[src/rtl/edm_pkg.sv]
// Shared definitions for the EDM servo blocks.
// Holds the rate width, the gap-servo FSM state encoding and the
// Z-axis direction encoding so that producer/consumer blocks agree.
package edm_pkg;

  // Width of every pulse-class rate coming from pulse_statistic.
  localparam int unsigned RATE_W = 8;

  // Width of the per-decision step counter (1..255 steps).
  localparam int unsigned STEP_CNT_W = 8;

  // Direction encoding on the stepper dir line.
  localparam logic DIR_ADVANCE = 1'b1;
  localparam logic DIR_RETRACT = 1'b0;

  // Gap-servo controller states.
  typedef enum logic [2:0] {
    S_IDLE    = 3'd0,
    S_WINDOW  = 3'd1,
    S_DECIDE  = 3'd2,
    S_STEP_HI = 3'd3,
    S_STEP_LO = 3'd4,
    S_FINISH  = 3'd5
  } servo_state_e;

endpackage

[src/rtl/servo_decide.sv]
// Combinational move selection for the gap servo.
// Looks at the four pulse-class rates and picks a direction and a step
// count. Priority (first match wins): short, arc, open, normal, creep.
// Ports:
//   normal_rate_i, arc_rate_i, open_rate_i, short_rate_i : rates, unsigned
//   dir_o   : chosen direction (only meaningful when n_o != 0)
//   n_o     : number of steps to issue, 0 means hold position
module servo_decide
  import edm_pkg::*;
#(
  parameter logic [RATE_W-1:0]     SHORT_TH      = 8'd64,
  parameter logic [RATE_W-1:0]     ARC_TH        = 8'd32,
  parameter logic [RATE_W-1:0]     OPEN_TH       = 8'd128,
  parameter logic [RATE_W-1:0]     NORMAL_TH     = 8'd160,
  parameter logic [STEP_CNT_W-1:0] RETRACT_STEPS = 8'd8,
  parameter logic [STEP_CNT_W-1:0] ADVANCE_STEPS = 8'd4
) (
  input  logic [RATE_W-1:0]     normal_rate_i,
  input  logic [RATE_W-1:0]     arc_rate_i,
  input  logic [RATE_W-1:0]     open_rate_i,
  input  logic [RATE_W-1:0]     short_rate_i,
  output logic                  dir_o,
  output logic [STEP_CNT_W-1:0] n_o
);

  // Shorts and arcs both mean the electrode is too close, so they back off.
  // An open gap means too far, so advance quickly. A healthy normal rate
  // holds. Anything else creeps forward one step to close the gap slowly.
  always_comb begin
    dir_o = DIR_ADVANCE;
    n_o   = STEP_CNT_W'(1);
    if (short_rate_i >= SHORT_TH) begin
      dir_o = DIR_RETRACT;
      n_o   = RETRACT_STEPS;
    end else if (arc_rate_i >= ARC_TH) begin
      dir_o = DIR_RETRACT;
      n_o   = RETRACT_STEPS;
    end else if (open_rate_i >= OPEN_TH) begin
      dir_o = DIR_ADVANCE;
      n_o   = ADVANCE_STEPS;
    end else if (normal_rate_i >= NORMAL_TH) begin
      dir_o = DIR_ADVANCE;
      n_o   = '0;
    end
  end

endmodule

[src/rtl/gap_servo_ctrl.sv]
// Closed-loop EDM gap servo controller.
// Every UPDATE_PERIOD cycles it snapshots the pulse-class rates, chooses a
// move via servo_decide, plays the step train to the Z stepper driver and
// then pulses feedback_finished so pulse_statistic restarts its window.
// Ports:
//   clk, rst           : clock, synchronous active-high reset
//   is_machine         : machining enable, low returns to IDLE
//   *_pulse_rate       : pulse-class rates from pulse_statistic
//   feedback_finished  : one-cycle pulse after a decision has been executed
//   step, dir          : stepper interface (dir 1 = advance)
//   servo_busy         : high while a decision is being taken/executed
module gap_servo_ctrl
  import edm_pkg::*;
#(
  parameter int unsigned           UPDATE_PERIOD = 100000,
  parameter int unsigned           STEP_HALF     = 500,
  parameter logic [RATE_W-1:0]     SHORT_TH      = 8'd64,
  parameter logic [RATE_W-1:0]     ARC_TH        = 8'd32,
  parameter logic [RATE_W-1:0]     OPEN_TH       = 8'd128,
  parameter logic [RATE_W-1:0]     NORMAL_TH     = 8'd160,
  parameter logic [STEP_CNT_W-1:0] RETRACT_STEPS = 8'd8,
  parameter logic [STEP_CNT_W-1:0] ADVANCE_STEPS = 8'd4
) (
  input  logic              clk,
  input  logic              rst,
  input  logic              is_machine,
  input  logic [RATE_W-1:0] normal_pulse_rate,
  input  logic [RATE_W-1:0] arc_pulse_rate,
  input  logic [RATE_W-1:0] open_pulse_rate,
  input  logic [RATE_W-1:0] short_pulse_rate,
  output logic              feedback_finished,
  output logic              step,
  output logic              dir,
  output logic              servo_busy
);

  localparam int unsigned WIN_W  = $clog2(UPDATE_PERIOD);
  localparam int unsigned HALF_W = (STEP_HALF > 1) ? $clog2(STEP_HALF) : 1;
  localparam logic [WIN_W-1:0]  WIN_LAST  = WIN_W'(UPDATE_PERIOD - 1);
  localparam logic [HALF_W-1:0] HALF_LAST = HALF_W'(STEP_HALF - 1);

  servo_state_e            state_q, state_d;
  logic [WIN_W-1:0]        win_q, win_d;
  logic [HALF_W-1:0]       half_q, half_d;
  logic [STEP_CNT_W-1:0]   steps_q, steps_d;
  logic                    dir_q, dir_d;

  logic                    dec_dir;
  logic [STEP_CNT_W-1:0]   dec_n;

  servo_decide #(
    .SHORT_TH      (SHORT_TH),
    .ARC_TH        (ARC_TH),
    .OPEN_TH       (OPEN_TH),
    .NORMAL_TH     (NORMAL_TH),
    .RETRACT_STEPS (RETRACT_STEPS),
    .ADVANCE_STEPS (ADVANCE_STEPS)
  ) u_decide (
    .normal_rate_i (normal_pulse_rate),
    .arc_rate_i    (arc_pulse_rate),
    .open_rate_i   (open_pulse_rate),
    .short_rate_i  (short_pulse_rate),
    .dir_o         (dec_dir),
    .n_o           (dec_n)
  );

  // State and counter registers; reset wins over everything else.
  always_ff @(posedge clk) begin
    if (rst) begin
      state_q <= S_IDLE;
      win_q   <= '0;
      half_q  <= '0;
      steps_q <= '0;
      dir_q   <= DIR_RETRACT;
    end else begin
      state_q <= state_d;
      win_q   <= win_d;
      half_q  <= half_d;
      steps_q <= steps_d;
      dir_q   <= dir_d;
    end
  end

  // Next-state logic. The decision outputs are only captured in DECIDE,
  // so rate changes while the train is running have no effect. A hold
  // decision leaves dir untouched so the stepper line does not toggle.
  // Dropping is_machine abandons whatever is in flight; the outputs are
  // pure state decodes, so a step pulse already high ends on a clock edge.
  always_comb begin
    state_d = state_q;
    win_d   = win_q;
    half_d  = half_q;
    steps_d = steps_q;
    dir_d   = dir_q;

    if (!is_machine) begin
      state_d = S_IDLE;
      win_d   = '0;
      half_d  = '0;
      steps_d = '0;
    end else begin
      unique case (state_q)
        S_IDLE: begin
          state_d = S_WINDOW;
          win_d   = '0;
        end
        S_WINDOW: begin
          if (win_q == WIN_LAST) begin
            state_d = S_DECIDE;
            win_d   = '0;
          end else begin
            win_d = win_q + WIN_W'(1);
          end
        end
        S_DECIDE: begin
          half_d = '0;
          if (dec_n == '0) begin
            state_d = S_FINISH;
          end else begin
            state_d = S_STEP_HI;
            dir_d   = dec_dir;
            steps_d = dec_n;
          end
        end
        S_STEP_HI: begin
          if (half_q == HALF_LAST) begin
            state_d = S_STEP_LO;
            half_d  = '0;
          end else begin
            half_d = half_q + HALF_W'(1);
          end
        end
        S_STEP_LO: begin
          if (half_q == HALF_LAST) begin
            half_d = '0;
            if (steps_q == STEP_CNT_W'(1)) begin
              state_d = S_FINISH;
              steps_d = '0;
            end else begin
              state_d = S_STEP_HI;
              steps_d = steps_q - STEP_CNT_W'(1);
            end
          end else begin
            half_d = half_q + HALF_W'(1);
          end
        end
        S_FINISH: begin
          state_d = S_WINDOW;
          win_d   = '0;
        end
        default: begin
          state_d = S_IDLE;
        end
      endcase
    end
  end

  assign step              = (state_q == S_STEP_HI);
  assign feedback_finished = (state_q == S_FINISH);
  assign dir               = dir_q;
  assign servo_busy        = (state_q == S_DECIDE)  || (state_q == S_STEP_HI) ||
                             (state_q == S_STEP_LO) || (state_q == S_FINISH);

endmodule

[config.mk]
export PLATFORM = sky130hd
export DESIGN_NAME = gap_servo_ctrl
export DESIGN_NICKNAME = d
export VERILOG_FILES = /design/src/rtl/edm_pkg.sv /design/src/rtl/servo_decide.sv /design/src/rtl/gap_servo_ctrl.sv
export SDC_FILE = /design/constraint.sdc
export NUM_CORES = 1
export LEC_CHECK = 0
export CORE_UTILIZATION = 25
export DETAILED_ROUTE_END_ITERATION = 6
export DONT_BUFFER_PORTS = 1
export PLACE_DENSITY = 0.47
export REMOVE_ABC_BUFFERS = 1
export SLEW_MARGIN = 20
export SYNTH_ARGS = -nofsm -noshare
export SYNTH_HDL_FRONTEND = slang
export SYNTH_SLANG_ARGS = --single-unit
[constraint.sdc]
create_clock -name clk -period 3.3 [get_ports clk]
set_clock_uncertainty 0.05 [all_clocks]
set_input_delay 0.66 -clock clk [delete_from_list [all_inputs] [get_ports clk]]
set_output_delay 0.66 -clock clk [all_outputs]
set_load 0.05 [all_outputs]
======== Yosys cells after proc, flatten, opt, wreduce, memory -nomap -nowiden ========
Index checks and enable logic that the tools add are counted.
W data, S select, Z words.
word-level totals
  bits in registers ....................... 38
  output and inout bits ................... 4
  word-level logic and storage cells ...... 60
operators by class
  add/subtract/negate cells ............... 3
  order comparisons ....................... 4
  equality and inequality tests ........... 12
  muxes and demuxes ....................... 20
  bitwise gates (word level) .............. 2
  reduce and logical (&&, ||, !) cells .... 14
operators with widths
  kind                     count
  $mux W8                  6
  $pmux W17 S2             1
  $pmux W9 S2              1
  $add A17 B1 Y17 const B  1
  $eq A17 B17 Y1 const B   1
  $mux W17                 1
  $ge A8 B8 Y1 const B     2
  $pmux W8 S2              1
  $mux W3                  5
  $pmux W3 S5              1
  $add A9 B1 Y9 const B    1
  $eq A9 B9 Y1 const B     1
  $mux W9                  1
  $reduce_and A3 Y1        3
  $eq A8 B1 Y1 const B     1
  $ge A8 B6 Y1 const B     1
  $ge A8 B7 Y1 const B     1
  $logic_not A8 Y1         1
  $sub A8 B1 Y8 const B    1
  $eq A3 B2 Y1 const B     2
  $eq A3 B3 Y1 const B     2
  $ne A2 B2 Y1 const B     3
  $reduce_bool A2 Y1       3
  $reduce_or A2 Y1         3
  other kinds (6)          11

======== Longest topological paths before layout ========
Gate-level depths: netlist of run 1.
  depth after elaboration ................. 8
  gate-level depth with buffers ........... 7
  depth with buffers taken out ............ 6

======== Cells and area by module ========
Synthesis of run 1 repeated with hierarchy kept, for this count alone.
second synthesis, totals
  cell total of the unflattened synthesis .. 290
  area, all modules ....................... 2,426.1 µm²
modules (own cells, without submodules)
  module          instances  cells an instance  area an instance (µm²)  seq. area each (µm²)
  gap_servo_ctrl  1          278                2,327.2                 760.7
  servo_decide    1          12                 98.8                    0.0

======== Worst setup path after synthesis of run 1 ========
OpenSTA, ideal clock, no wires.
  path type ............................... reg2out
  start point ............................. register state_q[2]
  end point ............................... output port feedback_finished
  arrival ................................. 1,802 ps
  required time ........................... 2,590 ps
  path slack .............................. 788 ps
  cell stages (with the launch flop) ...... 3
  buffers on the path ..................... 1
  cells stage by stage .................... dfxtp_1 > clkbuf_1 > nor3b_1
on the way
  longest elaborated chain between the ends .. 1
RTL lines
  what                      RTL line               RTL
  start: declaration        gap_servo_ctrl.sv:42   servo_state_e state_q, state_d;
  start signal: assignment  gap_servo_ctrl.sv:76   state_q <= state_d;
  $eq A3 B3 Y1              gap_servo_ctrl.sv:159  assign feedback_finished = (state_q == S_FINISH);
  end: declaration          gap_servo_ctrl.sv:31   output logic feedback_finished,
No other way between the ends.

======== Worst setup path in the final report of run 1 ========
Same ends and word-level chain as after synthesis.

==> run_results.csv, run 1 <==
group,metric,value,unit
cts,cts_setup_buffers,0,
sta,slew_viol_final,0,
placement,place_congestion,0.741,
worst_setup_path,end_kind,"output port",
synth,yosys_most_used_dff,"dfxtp_1",
worst_setup_path,cp_data_arrival_time,1.68,ns
sta,report.final.hold_viol_count,0,
detailed_routing,ant_nets,0,
cts,clk_root_buffer_cell,"clkbuf_8",
die,core_area,8220,µm²
worst_setup_path,cp_slowest_cell,"nor3b_2",
layout,drive_gt1_share,9.33,%
sta,rsz0062_at_grt,"false",
cts,cts_max_level,2,
pwr,switchingPower,0.201,mW
layout,final_area,2340,µm²
sta,fmax,419,MHz
worst_setup_path,path_cells,"nor3b_2",
layout,fin_cells,373,
global_routing,grt-ovfl-total,0,
sta,fin_crit,2.39,ns
worst_setup_path,critical_path.top_delay_family,"simple AND/OR/NAND/NOR gates",
synth,yosysWarnings,0,
global_routing,gr-usage-met1,15.2,%
worst_setup_path,crit_buf_inv,0,
worst_setup_path,cp_slowest_stage_delay,0.81,ns
layout,layout.nets,306,
cts,ctsResizeCount,0,
sta,worstMarginPinSlew,0.901,ns
global_routing,track_usage,11.6,%
cts,clock_latency,0.28,ns
sta,fin_setup_tns,0,ns
cts,clock_path_buffers,2,
global_routing,first_global_vias,1715,
global_routing,grt_use_met2,19.1,%
pwr,p_int,0.644,mW
layout,layout_commonest_cell,"dfxtp_1",
cts,cts_buffers,5,
pwr,p_per_area,361,nW/µm²
die,initial_core_util,25.9,%
pwr,clock_power_share,39.6,%
outcome,outcome,"completed",
synth,synth_edf_count,0,
worst_hold_path,hold_class,"in -> reg",
global_routing,antenna_found_initial,0,
detailed_routing,detail_route.wl_per_cell,13.1,µm
placement,hpwl,3.47,mm
die,dieWidth,94.4,µm
placement,dp.cells,365,
worst_setup_path,critPathKind,"reg -> out",
cts,cts_tree,"yes",
synth,synth_seq_cells,38,
flow_run,max-cap-violations,0,
detailed_routing,drt-total-wl,4.89,mm
cts,clock-sinks,38,
worst_setup_path,timing.rr.end,"steps_q[7]",
worst_setup_path,cp-start-kind,"register",
synth,synthArstFlopShare,0,%
pwr,leakage,0.765,nW
layout,antenna_cells,0,
synth,syn_inst,267,
synth,ys_seq_area_share,35.7,%
detailed_routing,drt-vias-per-instance,5.14,
layout,final_cell_mix,"38 x dfxtp_1, 32 x nor2_1, 25 x a21oi_1",
layout,area_delta_synth_final,9.98,%
worst_setup_path,crit_required,2.59,ns
pwr,pwr-share-seq,54.9,%
worst_setup_path,reg2reg_slack,0.97,ns
pwr,sw_frac_of_total,23.8,%
sta,finalSetupViolations,0,
worst_setup_path,ff2ff_path_depth,5,
detailed_routing,vias,1918,
worst_setup_path,reg2reg_from,"state_q[2]",
worst_setup_path,path_max_fanout,13,
detailed_routing,drt-initial-drc-count,74,
global_routing,grt.busiest_layer,"met2",
pwr,pwr-share-comb,5.5,%
die,ios,39,
worst_hold_path,hold_path_end,"dir",
die,dieArea,8900,µm²
worst_hold_path,worst_hold_path.num_cells,1,
die,die_h,94.4,µm
die,rows,33,
synth,avgSynthCellArea,7.99,µm²
global_routing,gr-usage-met3,2.82,%
sta,fin_crit_sh,72.3,%
cts,clk_pin_slew,0.08,ns
global_routing,grt_pass1_wl,8.20,mm
synth,ys_types,53,
sta,slew_headroom,39.7,%
synth,syn_area,2130,µm²
worst_hold_path,hp-start,"rst",
placement,placed_cell_area,2250,µm²
pwr,irDropWorstVdd,0.188,mV
detailed_routing,firstDrtPassIters,4,
global_routing,grt_max_degree,27,
placement,portBuffers,0,
pwr,p_total,0.846,mW
cts,cts.hold.buffers_added,0,
detailed_routing,drc_errors,0,
cell usage after synthesis (2+ instances only):
library cell	count	area share, %
nor2b_1	3	0.88
o21ai_0	17	4.0
nand2_1	22	3.9
o32ai_1	2	0.82
a31oi_1	4	1.2
and4_1	3	1.2
and3_1	4	1.2
a31o_2	2	0.82
nor3_2	2	0.94
a211oi_1	4	1.4
a311oi_1	5	2.1
nand2b_1	2	0.59
a21oi_1	25	5.9
mux2i_1	7	3.3
xor2_1	2	0.82
buf_2	3	0.70
nor2_1	32	5.6
ha_1	4	2.3
dfxtp_1	38	36
a22o_1	3	1.2
nand3_1	14	3.3
nor3_1	6	1.4
nor3b_1	5	1.8
inv_1	6	1.1
clkbuf_1	9	1.6
a21o_1	4	1.4
nand4_1	8	2.3
nor4b_1	3	1.2
a22oi_1	2	0.70
o22ai_1	2	0.59
a41oi_1	2	0.82
power by group through the flow:
stage / Clock (mW) / Sequential (mW) / Combinational (mW)
after detailed placement: 0 / 0.475 / 0.0466
final: 0.335 / 0.464 / 0.0462
after floorplan: 0 / 0.474 / 0.0336
after global routing: 0.367 / 0.465 / 0.0522
after global placement: 0 / 0.475 / 0.0468
after CTS: 0.351 / 0.464 / 0.0469
area by class of cell:
| class | count | area [µm²] |
|---|---|---|
| timing repair buffer | 6 | 45.0 |
| fill | 900 | 5870 |
| multi-input combinational | 210 | 1290 |
| inverter | 6 | 22.5 |
| tap | 105 | 131 |
| clock buffer | 7 | 86.3 |
| sequential | 38 | 761 |
| clock inverter | 1 | 5.00 |
worst reg2reg max path: cells and delay by family (launching register included):
kind	cells	cell delay [ns]
flip-flops	1	0.58
AO/OA/AOI/OAI	2	0.29
AND/OR/NAND/NOR	3	1.35
logic make-up (layout without fill, tap and decap cells):
logic type                 after synthesis  in the layout  synth area share, %
muxes                                    7              7                 3.29
DFF                                     38             38                 35.7
xor gates and xnor gates                 2              2                0.822
adders and majority gates                4              4                 2.35
AOI/OAI and AO/OA                       81             81                 24.8
buffers and inverters                   19             20                 3.87
and+or+nand+nor                        116            116                 29.2
stage by stage:
| step | utilization (%) | hold slack [ns] | worst slack [ns] |
|---|---|---|---|
| 2_1_floorplan | - | 0.384 | 0.770 |
| 3_3_place_gp | 27.4 | 0.412 | 0.718 |
| 3_5_place_dp | 27.4 | 0.405 | 0.713 |
| 4_1_cts | 28.5 | 0.375 | 0.896 |
| 5_1_grt | 28.5 | 0.368 | 0.830 |
| 6_report | 28.5 | 0.388 | 0.913 |
per-layer routing:
| metal | routed length, µm | share of wire (%) |
|---|---|---|
| met5 | 0 | 0 |
| met4 | 37 | 0.76 |
| met3 | 136 | 2.8 |
| met1 | 2520 | 51 |
| met2 | 2200 | 45 |
flip-flops by register name, indices dropped and copies added, names as in the netlist:
| name | flops |
|---|---|
| dir | 1 |
| half_q | 9 |
| state_q | 3 |
| steps_q | 8 |
| win_q | 17 |
worst max-delay path by stage:
stage                     slack (ns)  depth (start not counted)                 from                end
after global routing            0.83                          2           state_q[0]  feedback_finished
after floorplan                 0.77                          4                  rst          win_q[16]
after global placement          0.72                          5  short_pulse_rate[6]         steps_q[0]
after CTS                       0.90                          1           state_q[2]  feedback_finished
after detailed placement        0.71                          5  short_pulse_rate[6]         steps_q[0]
final                           0.91                          1           state_q[2]  feedback_finished
Note: power is estimated with default switching activity, not from simulation.
==> inputs of run 2 (changes only) <==
--- a/config.mk
+++ b/config.mk
@@ -8,7 +8,7 @@
 export CORE_UTILIZATION = 25
 export DETAILED_ROUTE_END_ITERATION = 6
 export DONT_BUFFER_PORTS = 1
-export PLACE_DENSITY = 0.47
+export PLACE_DENSITY = 0.49
 export REMOVE_ABC_BUFFERS = 1
 export SLEW_MARGIN = 20
 export SYNTH_ARGS = -nofsm -noshare
==> constraint.sdc (replaced) <==
create_clock -name clk -period 2.15 [get_ports clk]
set_clock_uncertainty 0.05 [all_clocks]
set_input_delay 0.43 -clock clk [delete_from_list [all_inputs] [get_ports clk]]
set_output_delay 0.43 -clock clk [all_outputs]
set_load 0.05 [all_outputs]
==> run 2 against run 1 <==
Sequential share of layout area is 2.1 points lower. Count of clock-buffer cells in the layout is 1 higher. Die area stayed put. First-iteration DRC count is 1.4% higher. Design area is 7.1% higher. Wire length is 5.1% higher. Setup slack worse by 0.82 ns. Total power is 63% higher. Register-to-register slack worse by 0.87 ns. Flip-flop and latch count stayed put. Via count is 5.2% higher. Core utilization is 2.0 points higher.
==> run_results.csv, run 2 (synthesized netlist as in run 1, its figures left out) <==
group,metric,value,unit
worst_setup_path,ff2ff_path_depth,6,
cts,clock-sinks,38,
worst_hold_path,hold_class,"in -> reg",
die,rows,33,
placement,place_congestion,0.776,
sta,worstMarginPinSlew,0.878,ns
placement,portBuffers,0,
global_routing,track_usage,12.8,%
worst_setup_path,cp-start-kind,"register",
cts,cts_setup_buffers,0,
sta,finalSetupViolations,0,
pwr,leakage,0.880,nW
cts,cts_max_level,2,
worst_setup_path,timing.rr.end,"steps_q[7]",
worst_hold_path,worst_hold_path.num_cells,1,
layout,layout.nets,324,
worst_hold_path,hold_path_end,"dir",
worst_hold_path,hp-start,"rst",
global_routing,antenna_found_initial,0,
worst_setup_path,end_kind,"register",
die,initial_core_util,25.9,%
sta,fmax,487,MHz
detailed_routing,detail_route.wl_per_cell,13.1,µm
detailed_routing,drt-initial-drc-count,75,
worst_setup_path,critPathKind,"reg -> reg",
cts,clock_latency,0.29,ns
detailed_routing,drt-total-wl,5.14,mm
detailed_routing,drc_errors,0,
die,die_h,94.4,µm
layout,antenna_cells,0,
layout,final_util,30.6,%
layout,n_fill_cell,890,
pwr,p_per_area,550,nW/µm²
layout,area_delta_synth_final,17.8,%
cts,cts_buffers,5,
flow_run,max-cap-violations,0,
layout,regArea,763,µm²
global_routing,grt_max_degree,27,
global_routing,first_global_vias,1834,
layout,drive_gt1_share,16.4,%
worst_setup_path,path_max_fanout,6,
cts,clk_pin_slew,0.08,ns
die,dieArea,8900,µm²
layout,top_register,"win_q",
layout,final_cell_mix,"36 x dfxtp_1, 32 x nor2_1, 25 x a21oi_1",
worst_setup_path,reg2reg_slack,0.1,ns
die,core_area,8220,µm²
worst_setup_path,cp_data_arrival_time,2.23,ns
detailed_routing,drt-vias-per-instance,5.16,
cts,clock_path_buffers,2,
sta,fin_crit_sh,95.5,%
detailed_routing,vias,2017,
layout,multi_input_area,1300,µm²
outcome,outcome,"completed",
layout,largest_register_ffs,17,
global_routing,grt_pass1_wl,8.99,mm
global_routing,grt-ovfl-total,0,
pwr,irDropWorstVdd,0.251,mV
worst_setup_path,crit_required,2.33,ns
worst_setup_path,reg2reg_from,"half_q[1]",
sta,slew_viol_final,0,
detailed_routing,firstDrtPassIters,4,
sta,slew_headroom,41.3,%
cts,cts_tree,"yes",
sta,fin_crit,2.05,ns
die,dieWidth,94.4,µm
layout,reg.largest.list,"win_q (17), half_q (9), steps_q (8)",
cts,cts.hold.buffers_added,0,
sta,finalHoldWorstSlack,0.147,ns
detailed_routing,ant_nets,0,
layout,final_area,2510,µm²
die,ios,39,
layout,layout_commonest_cell,"dfxtp_1",
cts,clk_root_buffer_cell,"clkbuf_8",
placement,placed_cell_area,2390,µm²
placement,hpwl,3.71,mm
sta,report.final.hold_viol_count,0,
## run 2: layout make-up
class | instances | area share [%]
multi-input combinational | 210 | 51.9
clock buffer | 8 | 4.38
tap | 105 | 5.23
inverter | 6 | 0.897
timing repair buffer | 24 | 7.17
sequential | 38 | 30.4
## run 2: worst max path at each step
| stage | startpoint | to |
|---|---|---|
| 2_1_floorplan | rst | win_q[16] |
| 3_3_place_gp | short_pulse_rate[6] | steps_q[3] |
| 3_5_place_dp | short_pulse_rate[6] | steps_q[3] |
| 4_1_cts | half_q[1] | steps_q[7] |
| 5_1_grt | half_q[0] | steps_q[7] |
| 6_report | half_q[1] | steps_q[7] |
## run 2: layer usage
layer | global-route usage [%] | up-vias | wire length, µm
li1 | - | 1035 | -
met1 | 17.9 | 951 | 2620
met5 | 0 | - | 0
met4 | 3.08 | 0 | 35
met3 | 3.14 | 4 | 145
met2 | 19.5 | 27 | 2340
## run 2: timing repair
item,4_1_cts,5_1_grt
setup endpoints to repair,0,1
resized for setup,0,4
endpoints found under the hold margin,0,0
## run 2: worst max-delay path, cell delays in order (launching register included)
cell and delay (ns):
dfxtp_2 0.34, ha_1 0.15, or4bb_4 0.49, nor3_4 0.23
a21oi_2 0.09, or4_1 0.51, a21oi_1 0.14
## run 2: power by group
group	internal, mW	leakage, nW	switching (mW)
clock	0.324	0.0575	0.264
combinational	0.0310	0.516	0.0518
sequential	0.707	0.307	0.00414
total	1.06	0.880	0.319
## run 2: metrics by stage
step	setup WS [ns]	power [mW]	instances	TNS (ns)
2_1_floorplan	-0.150	0.779	254	-0.859
3_3_place_gp	-0.0271	0.810	383	-0.0730
3_5_place_dp	-0.0551	0.811	383	-0.130
4_1_cts	0.0234	1.40	391	0
5_1_grt	-0.00140	1.45	391	-0.00140
6_report	0.0978	1.38	391	0
